## src/rtl/query_scheduler.sv

```systemverilog
// query_scheduler
// Time-shares a single Collatz query engine among NUM_REQ requesters.
// Requesters are granted round-robin. The grant pointer is pulled back to
// requester 0 on every engine slot tick. Zero-valued queries are answered
// without touching the engine. Runaway queries are timed out, and the engine
// is flushed with a known terminating value before the next grant.

module query_scheduler #(
  parameter int NUM_REQ       = 4,
  parameter int BW_QUERY_DATA = 4,
  parameter int BW_STEP       = 8,
  parameter int TIMEOUT       = 64
) (
  input  logic                             iClk,
  input  logic                             iRsn,
  input  logic                             iSlotTick,
  input  logic [NUM_REQ-1:0]               iReqValid,
  input  logic [NUM_REQ*BW_QUERY_DATA-1:0] iReqData,
  output logic [NUM_REQ-1:0]               oReqReady,
  output logic                             oRspValid,
  output logic [$clog2(NUM_REQ)-1:0]       oRspId,
  output logic [BW_STEP-1:0]               oRspSteps,
  output logic [1:0]                       oRspStatus,
  output logic                             oQueryDataEn,
  output logic [BW_QUERY_DATA-1:0]         oQueryData,
  input  logic                             iQueryEnd,
  output logic                             oBusy
);

  localparam int ID_W = $clog2(NUM_REQ);

  localparam logic [2:0] ST_IDLE       = 3'd0;
  localparam logic [2:0] ST_ISSUE      = 3'd1;
  localparam logic [2:0] ST_WAIT       = 3'd2;
  localparam logic [2:0] ST_FLUSH      = 3'd3;
  localparam logic [2:0] ST_FLUSH_WAIT = 3'd4;
  localparam logic [2:0] ST_RESP       = 3'd5;

  localparam logic [1:0] STATUS_OK          = 2'd0;
  localparam logic [1:0] STATUS_ZERO_REJECT = 2'd1;
  localparam logic [1:0] STATUS_TIMEOUT     = 2'd2;

  localparam logic [2:0] GUARD_LIMIT = 3'd4;

  logic [2:0]               state;
  logic [2:0]               stateNext;
  logic [ID_W-1:0]          pointer;
  logic [ID_W-1:0]          pointerNext;
  logic [ID_W-1:0]          grantId;
  logic [ID_W-1:0]          grantIdNext;
  logic [BW_QUERY_DATA-1:0] grantData;
  logic [BW_QUERY_DATA-1:0] grantDataNext;
  logic [BW_STEP-1:0]       stepCnt;
  logic [BW_STEP-1:0]       stepCntNext;
  logic [2:0]               guardCnt;
  logic [2:0]               guardCntNext;

  logic [ID_W-1:0]          rspIdNext;
  logic [BW_STEP-1:0]       rspStepsNext;
  logic [1:0]               rspStatusNext;
  logic [NUM_REQ-1:0]       readyNext;
  logic                     dataEnNext;
  logic [BW_QUERY_DATA-1:0] dataNext;

  logic                     pickValid;
  logic [ID_W-1:0]          pickId;
  int                       candIdx;

  logic [BW_QUERY_DATA-1:0] reqData [NUM_REQ];

  // Split the flat request data bus into one word per requester
  always_comb begin
    for (int k = 0; k < NUM_REQ; k++) begin
      reqData[k] = iReqData[k*BW_QUERY_DATA +: BW_QUERY_DATA];
    end
  end

  // Round-robin pick: scan backwards so the valid requester closest after the pointer wins
  always_comb begin
    pickValid = 1'b0;
    pickId    = '0;
    candIdx   = 0;
    for (int i = NUM_REQ - 1; i >= 0; i--) begin
      candIdx = (int'(pointer) + i) % NUM_REQ;
      if (iReqValid[ID_W'(candIdx)]) begin
        pickValid = 1'b1;
        pickId    = ID_W'(candIdx);
      end
    end
  end

  // Next-state logic for the FSM, the counters, the pointer and the response fields
  always_comb begin
    stateNext     = state;
    pointerNext   = pointer;
    grantIdNext   = grantId;
    grantDataNext = grantData;
    stepCntNext   = stepCnt;
    guardCntNext  = guardCnt;
    rspIdNext     = oRspId;
    rspStepsNext  = oRspSteps;
    rspStatusNext = oRspStatus;

    case (state)
      ST_IDLE: begin
        if (pickValid) begin
          grantIdNext   = pickId;
          grantDataNext = reqData[pickId];
          stateNext     = ST_ISSUE;
        end
      end

      ST_ISSUE: begin
        if (grantId == ID_W'(NUM_REQ - 1)) begin
          pointerNext = '0;
        end else begin
          pointerNext = grantId + ID_W'(1);
        end
        if (grantData == '0) begin
          rspIdNext     = grantId;
          rspStepsNext  = '0;
          rspStatusNext = STATUS_ZERO_REJECT;
          stateNext     = ST_RESP;
        end else begin
          stepCntNext = '0;
          stateNext   = ST_WAIT;
        end
      end

      ST_WAIT: begin
        if (iQueryEnd) begin
          rspIdNext     = grantId;
          rspStepsNext  = stepCnt;
          rspStatusNext = STATUS_OK;
          stateNext     = ST_RESP;
        end else if (stepCnt == BW_STEP'(TIMEOUT - 1)) begin
          stateNext = ST_FLUSH;
        end else begin
          stepCntNext = stepCnt + BW_STEP'(1);
        end
      end

      ST_FLUSH: begin
        guardCntNext = '0;
        stateNext    = ST_FLUSH_WAIT;
      end

      ST_FLUSH_WAIT: begin
        if (iQueryEnd || (guardCnt == GUARD_LIMIT)) begin
          rspIdNext     = grantId;
          rspStepsNext  = BW_STEP'(TIMEOUT);
          rspStatusNext = STATUS_TIMEOUT;
          stateNext     = ST_RESP;
        end else begin
          guardCntNext = guardCnt + 3'd1;
        end
      end

      ST_RESP: begin
        stateNext = ST_IDLE;
      end

      default: begin
        stateNext = ST_IDLE;
      end
    endcase

    if (iSlotTick) begin
      pointerNext = '0;
    end
  end

  // Registered outputs are derived from the state being entered, so they line up with that state
  always_comb begin
    readyNext  = '0;
    dataEnNext = 1'b0;
    dataNext   = '0;
    if (stateNext == ST_ISSUE) begin
      readyNext  = NUM_REQ'(1) << grantIdNext;
      dataEnNext = (grantDataNext != '0);
      dataNext   = grantDataNext;
    end else if (stateNext == ST_FLUSH) begin
      dataEnNext = 1'b1;
      dataNext   = BW_QUERY_DATA'(1);
    end
  end

  // State, counters and every output register, cleared by the asynchronous reset
  always_ff @(posedge iClk or negedge iRsn) begin
    if (!iRsn) begin
      state        <= ST_IDLE;
      pointer      <= '0;
      grantId      <= '0;
      grantData    <= '0;
      stepCnt      <= '0;
      guardCnt     <= '0;
      oReqReady    <= '0;
      oRspValid    <= 1'b0;
      oRspId       <= '0;
      oRspSteps    <= '0;
      oRspStatus   <= '0;
      oQueryDataEn <= 1'b0;
      oQueryData   <= '0;
      oBusy        <= 1'b0;
    end else begin
      state        <= stateNext;
      pointer      <= pointerNext;
      grantId      <= grantIdNext;
      grantData    <= grantDataNext;
      stepCnt      <= stepCntNext;
      guardCnt     <= guardCntNext;
      oReqReady    <= readyNext;
      oRspValid    <= (stateNext == ST_RESP);
      oRspId       <= rspIdNext;
      oRspSteps    <= rspStepsNext;
      oRspStatus   <= rspStatusNext;
      oQueryDataEn <= dataEnNext;
      oQueryData   <= dataNext;
      oBusy        <= (stateNext != ST_IDLE);
    end
  end

endmodule

```

## config.mk

```make
export PLATFORM = sky130hd
export DESIGN_NAME = query_scheduler
export DESIGN_NICKNAME = d
export VERILOG_FILES = /design/src/rtl/query_scheduler.sv
export SDC_FILE = /design/constraint.sdc
export NUM_CORES = 1
export LEC_CHECK = 0
export ABC_AREA = 1
export CAP_MARGIN = 15
export CELL_PAD_IN_SITES_DETAIL_PLACEMENT = 1
export CELL_PAD_IN_SITES_GLOBAL_PLACEMENT = 1
export CORE_MARGIN = 2
export CORE_UTILIZATION = 38
export CTS_CLUSTER_DIAMETER = 120
export DETAILED_ROUTE_END_ITERATION = 8
export PLACE_DENSITY = 0.8
export SLEW_MARGIN = 15
export SYNTH_ARGS = -nofsm -noshare
export SYNTH_HDL_FRONTEND = slang
export SYNTH_SLANG_ARGS = --single-unit
```

## constraint.sdc

```tcl
create_clock -name iClk -period 2 [get_ports iClk]
set_input_delay 0.4 -clock iClk [delete_from_list [all_inputs] [get_ports iClk]]
set_output_delay 0.4 -clock iClk [all_outputs]
set_load 0.1 [all_outputs]
```

==> results.yml, run 1 <==
clocking:
  clockBufferDepth: 2
  clk_pin_slew_ns: 0.08
  cts_max_level: 2
  cts_buffers: 5
  tritoncts: "built"
  cts_root_buf: "clkbuf_8"
  insertion_delay_ns: 0.30
  clock_sinks: 45
logic_synthesis:
  synth_edf_count: 0
  avgSynthCellArea_sq_um: 8.22
  synth_top_flop_cell: "dfrtp_1"
  syn-num-nets: 312
  synthCells: 285
  ys_top_cells_by_area: "dfrtp_1 48%, nand2_1 11%, inv_1 8.0%, nand3_1 5.3%, o21ai_0 2.8%"
  netlist_top_cells_count: "68 x nand2_1, 50 x inv_1, 45 x dfrtp_1"
  yosysWarnings: 0
  yosys.area.top_type: "dfrtp_1"
  yosys.cell_count.top_type: "nand2_1"
  ys_types: 35
  syn-cell-area_sq_um: 2340
  async_reset_ff_frac: 1.00
  seq_area_frac_synth: 0.481
  synth_top_area_frac: 0.481
  ys_ff_latch: 45
placed_design:
  hpwl_um: 4760
  numPortBuffers: 46
  globalplace.congestion: 0.813
critical_path:
  worstSetupEndpointType: "flop"
  critPathTopFamily: "simple AND/OR/NAND/NOR gates"
  cp.arrival_ns: 2.24
  cp.buffers_inverters: 3
  r2r-start: "pointer[0]"
  crit_type: "reg2reg"
  crit_start: "pointer[0]"
  required_ns: 2.22
  start_kind: "flop"
  slowest_stage: "dfrtp_2"
  cp_cell_sequence: "buf_8, xnor2_4, nand2_4, nand3_4, nand3_4, buf_4, nand3_1, nand3_2, nand3_2, nand2_1, buf_4, o21ai_1"
  cpPeakStageDelay_ns: 0.47
  cp_max_fo: 6
pwr:
  power.density_nw_per_um2: 1800
  ir_drop_uv: 1420
  power.total_w: 0.00630
  p_leak_nw: 1.80
run_status:
  violations: "setup timing"
  status: "complete, but fails checks"
global_routing:
  grt_pass1_vias: 2243
  antenna_found_initial: 0
  overflow: 0
  grt_pass1_wl_um: 10300
  grt_usage: 0.201
  grt_max_degree: 24
cells_and_area:
  drive_gt1_frac: 0.350
  nNetsFinal: 406
  area_growth_pct: 49.1
  diodes: 0
  fin_util: 0.586
floorplan:
  rows: 28
  die_width_um: 82.5
  die_y_um: 82.5
  die_area_sq_um: 6810
  core_area_sq_um: 5960
  boundaryPins: 47
  start_util: 0.393
routing:
  wl_met3_um: 186
  drt_iter0_markers: 68
  vias: 2228
  wirelength_um: 7150
  avgRoutedWirePerCell_um: 15.7
  wl_met2_um: 3740
  vias_per_cell: 4.90
  drc: 0
  wl_met1_um: 3160
  dr.pass1.iters: 4
  top_layer_used: "met4"
  antenna_left: 0
timing:
  rsz0062_at_grt: "true"
  setup_viol: 2
  period_share: 1.01
  clock.fmax_ghz: 0.496
  layout_setup_ws_ns: -0.0166
  finalCriticalPeriod_ns: 2.02
  finClkSkew_ns: 0.00924
  worst_slew_pin_slew_ns: 0.549
  maxSlewHeadroom: 0.634
  drv_slew: 0
  hold_violations: 0
flow_run:
  cap_violations: 0
hold_path:
  hold_class: "in2async"
## final cells by class
type | instances | area (sq um)
Timing Repair Buffer | 91 | 810
Inverter | 55 | 211
Clock buffer | 7 | 86.3
Clock inverter | 1 | 30.0
Fill cell | 721 | 2460
Tap cell | 75 | 93.8
Multi-Input combinational cell | 181 | 1130
Sequential cell | 45 | 1130
## flip-flops by register name, summed over array words and instances (netlist names), 3 cells and up
signal and flops:
oRspSteps 8, state 3, grantData 4, oReqReady 4, guardCnt 3, oQueryData 4
stepCnt 8
## metrics by stage
step	setup TNS, ns	cells	setup slack, ns	cell area [sq um]	hold WS [ns]
6_report	-0.0234	455	-0.0166	3490	0.0741
5_1_grt	-0.771	455	-0.188	3490	0.109
4_1_cts	-0.0368	442	-0.0201	3210	0.0921
3_5_place_dp	-4.44	432	-0.408	3060	0.420
3_3_place_gp	-3.50	432	-0.313	3060	0.406
2_1_floorplan	0	285	0.152	2340	0.104
## logic make-up after synthesis
| family | count (synthesis) | synth area share |
|---|---|---|
| AO/OA/AOI/OAI | 39 | 0.107 |
| XOR/XNOR | 2 | 0.00748 |
| adder cells (fa/ha/maj) | 3 | 0.0160 |
| buffers and inverters | 59 | 0.103 |
| flip-flops | 45 | 0.481 |
| AND/OR/NAND/NOR | 137 | 0.286 |
## worst paths after layout
kind                            endpoint  slack [ns]  depth (start not counted)
min in group iClk           oRspSteps[0]        0.49                          2
max in group asynchronous   oRspSteps[6]        1.40                          2
hold / removal                pointer[0]        0.07                          1
hold reg to reg             oRspSteps[0]        0.49                          2
setup reg to reg           oQueryData[0]       -0.02                         12
setup / recovery           oQueryData[0]       -0.02                         12
## cell usage in the layout, fill, tap and decap left out, types with 3 or more instances in the layout
cell type	instances
dlymetal6s2s_1	4
buf_12	3
o21ai_0	10
clkdlybuf4s50_1	18
inv_1	41
nand3_1	23
clkbuf_8	6
dfrtp_1	43
nor3_1	6
nand4_1	3
buf_6	5
buf_4	59
nor2_2	5
o21ai_1	5
nor2_1	8
nand2_2	9
a21oi_1	4
inv_2	13
nand3_2	6
o31ai_1	6
o21ai_2	3
nand2_1	60
nand3b_1	5
## report_power, final
part           internal [W]  switching, W  total (W)
combinational       0.00148       0.00271    0.00419
sequential          0.00119      0.000201    0.00139
clock              0.000408      0.000314   0.000722
total               0.00308       0.00322    0.00630
## what timing repair did
action / in CTS / in global routing
gates resized for setup: 5 / 57
endpoints found under the setup margin: 12 / 17
pin swaps: 0 / 27
buffers inserted: 2 / 13
hold buffers: 0 / 0
## metal layers
metal	vias up	global-route usage
li1	1099	-
met1	1095	0.257
met2	29	0.347
met3	5	0.0467
met4	0	0.0443
met5	-	0
(Power assumes the default switching activity.)
==> run 2, diff against run 1 <==
Settings changed: SLEW_MARGIN 15 to 20.
==> results of run 2 <==
Same layout as run 1: the final DEF is identical, and so are final timing and power.
==> run 3, diff against run 2 <==
Settings changed: CORE_ASPECT_RATIO set to 1.25, SLEW_MARGIN 20 to 10.
==> results.yml, run 3 (synthesized netlist as in run 1, its figures left out) <==
clocking:
  cts_buffers: 5
  tritoncts: "built"
  cts_max_level: 2
  clk_pin_slew_ns: 0.08
  clock_sinks: 45
  cts_root_buf: "clkbuf_8"
  insertion_delay_ns: 0.30
  clockBufferDepth: 2
  cts_hold_buffers: 0
floorplan:
  die_area_sq_um: 6810
  die_width_um: 74.2
  rows: 32
  core_area_sq_um: 6090
  die_y_um: 91.8
  boundaryPins: 47
  start_util: 0.385
cells_and_area:
  drive_gt1_frac: 0.362
  nFillCells: 740
  area_growth_pct: 46.9
  seq_area_sq_um: 1130
  layout_commonest_cell: "nand2_1"
  nNetsFinal: 402
  final_cell_mix: "58 x nand2_1, 55 x buf_4, 42 x inv_1, 42 x dfrtp_1, 19 x nand3_1"
  reg_top3: "oRspSteps (8), stepCnt (8)"
  diodes: 0
  multiInputGateArea_sq_um: 1140
pwr:
  power_switching_share: 0.521
  power.density_nw_per_um2: 1800
  intPower_w: 0.00298
  power.total_w: 0.00621
  pwr-share-clk: 0.098
  p_seq_frac: 0.222
  p_leak_nw: 1.75
  ir_drop_uv: 754
  pwr-share-comb: 0.680
  p_switching_w: 0.00323
critical_path:
  start_kind: "flop"
  cpPeakStageDelay_ns: 0.46
  cp_max_fo: 6
  worstSetupEndpointType: "flop"
  cp.arrival_ns: 2.23
  required_ns: 2.18
  cp_cell_sequence: "buf_6, o21ai_4, nand2_2, nand3_4, nand2_4, nand2_8, buf_6, nand3b_1, nand3_2, nand3_2, nand2_2, nand2_1, o21ai_1, nand2_1"
  crit_type: "reg2reg"
  slowest_stage: "dfrtp_2"
placed_design:
  dpl_worst_slack_ns: -0.489
  numPortBuffers: 46
  hpwl_um: 4650
  globalplace.congestion: 0.873
global_routing:
  antenna_found_initial: 0
  grt_max_degree: 24
  grt_pass1_vias: 2432
  grt_usage: 0.203
  overflow: 0
  grt_pass1_wl_um: 10800
timing:
  hold_violations: 0
  holdWs_ns: 0.0687
  finClkSkew_ns: 0.00679
  drv_slew: 0
  rsz0062_at_grt: "true"
  finalCriticalPeriod_ns: 2.04
  maxSlewHeadroom: 0.646
  layout_setup_ws_ns: -0.0411
  period_share: 1.02
  clock.fmax_ghz: 0.490
  worst_slew_pin_slew_ns: 0.531
  setup_viol: 1
routing:
  vias_per_cell: 4.79
  antenna_left: 0
  avgRoutedWirePerCell_um: 14.6
  drc: 0
  wirelength_um: 6750
  drt_iter0_markers: 92
  dr.pass1.iters: 4
  vias: 2207
hold_path:
  hold_class: "in2async"
run_status:
  violations: "setup timing"
  status: "complete, but fails checks"
flow_run:
  cap_violations: 0
-- run 3: changes by cell type in the layout (fill, tap and decap cells not counted), sizes merged --
cell | before | now
dlygate4sd2 | 0 | 3
buf | 69 | 64
clkinv | 0 | 1
dlymetal6s2s | 4 | 1
bufinv | 1 | 0
nand2 | 73 | 74
-- run 3: timing repair --
action / CTS / global route
pin swaps: 16 / 21
gates resized for setup: 29 / 34
gates cloned: 1 / 0
endpoints found under the setup margin: 11 / 17
buffers inserted: 6 / 6
-- run 3: final timing paths --
path / endpoint / slack (ns) / startpoint / cells past startpoint
min in group iClk: oRspStatus[1] / 0.49 / oRspStatus[1] / 1
max reg2reg: oQueryDataEn / -0.04 / pointer[0] / 14
min: stepCnt[1] / 0.07 / iRsn / 1
max in group asynchronous: state[1] / 1.40 / iRsn / 2
max: oQueryDataEn / -0.04 / pointer[0] / 14
min reg2reg: oRspStatus[1] / 0.49 / oRspStatus[1] / 1
-- run 3: area by class of cell --
class	instances	share of cell area
multi-input cells	182	0.332
flip-flops and latches	45	0.328
repair buffers	86	0.219
inverters	55	0.0607
well taps	85	0.0309
clock buffers	7	0.0280
clock inverters	1	0.00145
-- run 3: stage by stage --
stage / setup TNS, ns / std cells / utilization / instance area, sq um
after floorplan: 0 / 285 / - / 2340
after global placement: -3.91 / 440 / 0.503 / 3060
after detailed placement: -5.20 / 440 / 0.503 / 3060
after CTS: 0 / 455 / 0.541 / 3290
after global routing: -0.574 / 461 / 0.565 / 3440
final: -0.0411 / 461 / 0.565 / 3440
-- run 3: critical path, delay by kind of cell, from the launching register on --
family,cells,cell delay (ns)
AO/OA/AOI/OAI,2,0.30
buffers and inverters,2,0.27
flip-flops,1,0.46
AND/OR/NAND/NOR,10,0.89
-- run 3: power groups by stage --
| stage | Combinational (W) | Sequential, W | Clock (W) |
|---|---|---|---|
| after floorplan | 0.00151 | 0.00228 | 0 |
| after global placement | 0.00342 | 0.00138 | 0 |
| after detailed placement | 0.00351 | 0.00139 | 0 |
| after CTS | 0.00384 | 0.00136 | 0.000635 |
| after global routing | 0.00456 | 0.00140 | 0.000674 |
| final | 0.00422 | 0.00138 | 0.000609 |
-- run 3: layer usage --
layer	vias up	global-route usage	routed length, um
met3	14	0.0363	206
met2	52	0.389	3760
met1	1055	0.222	2620
met4	0	0.0551	158
li1	1086	-	-
met5	-	0	0
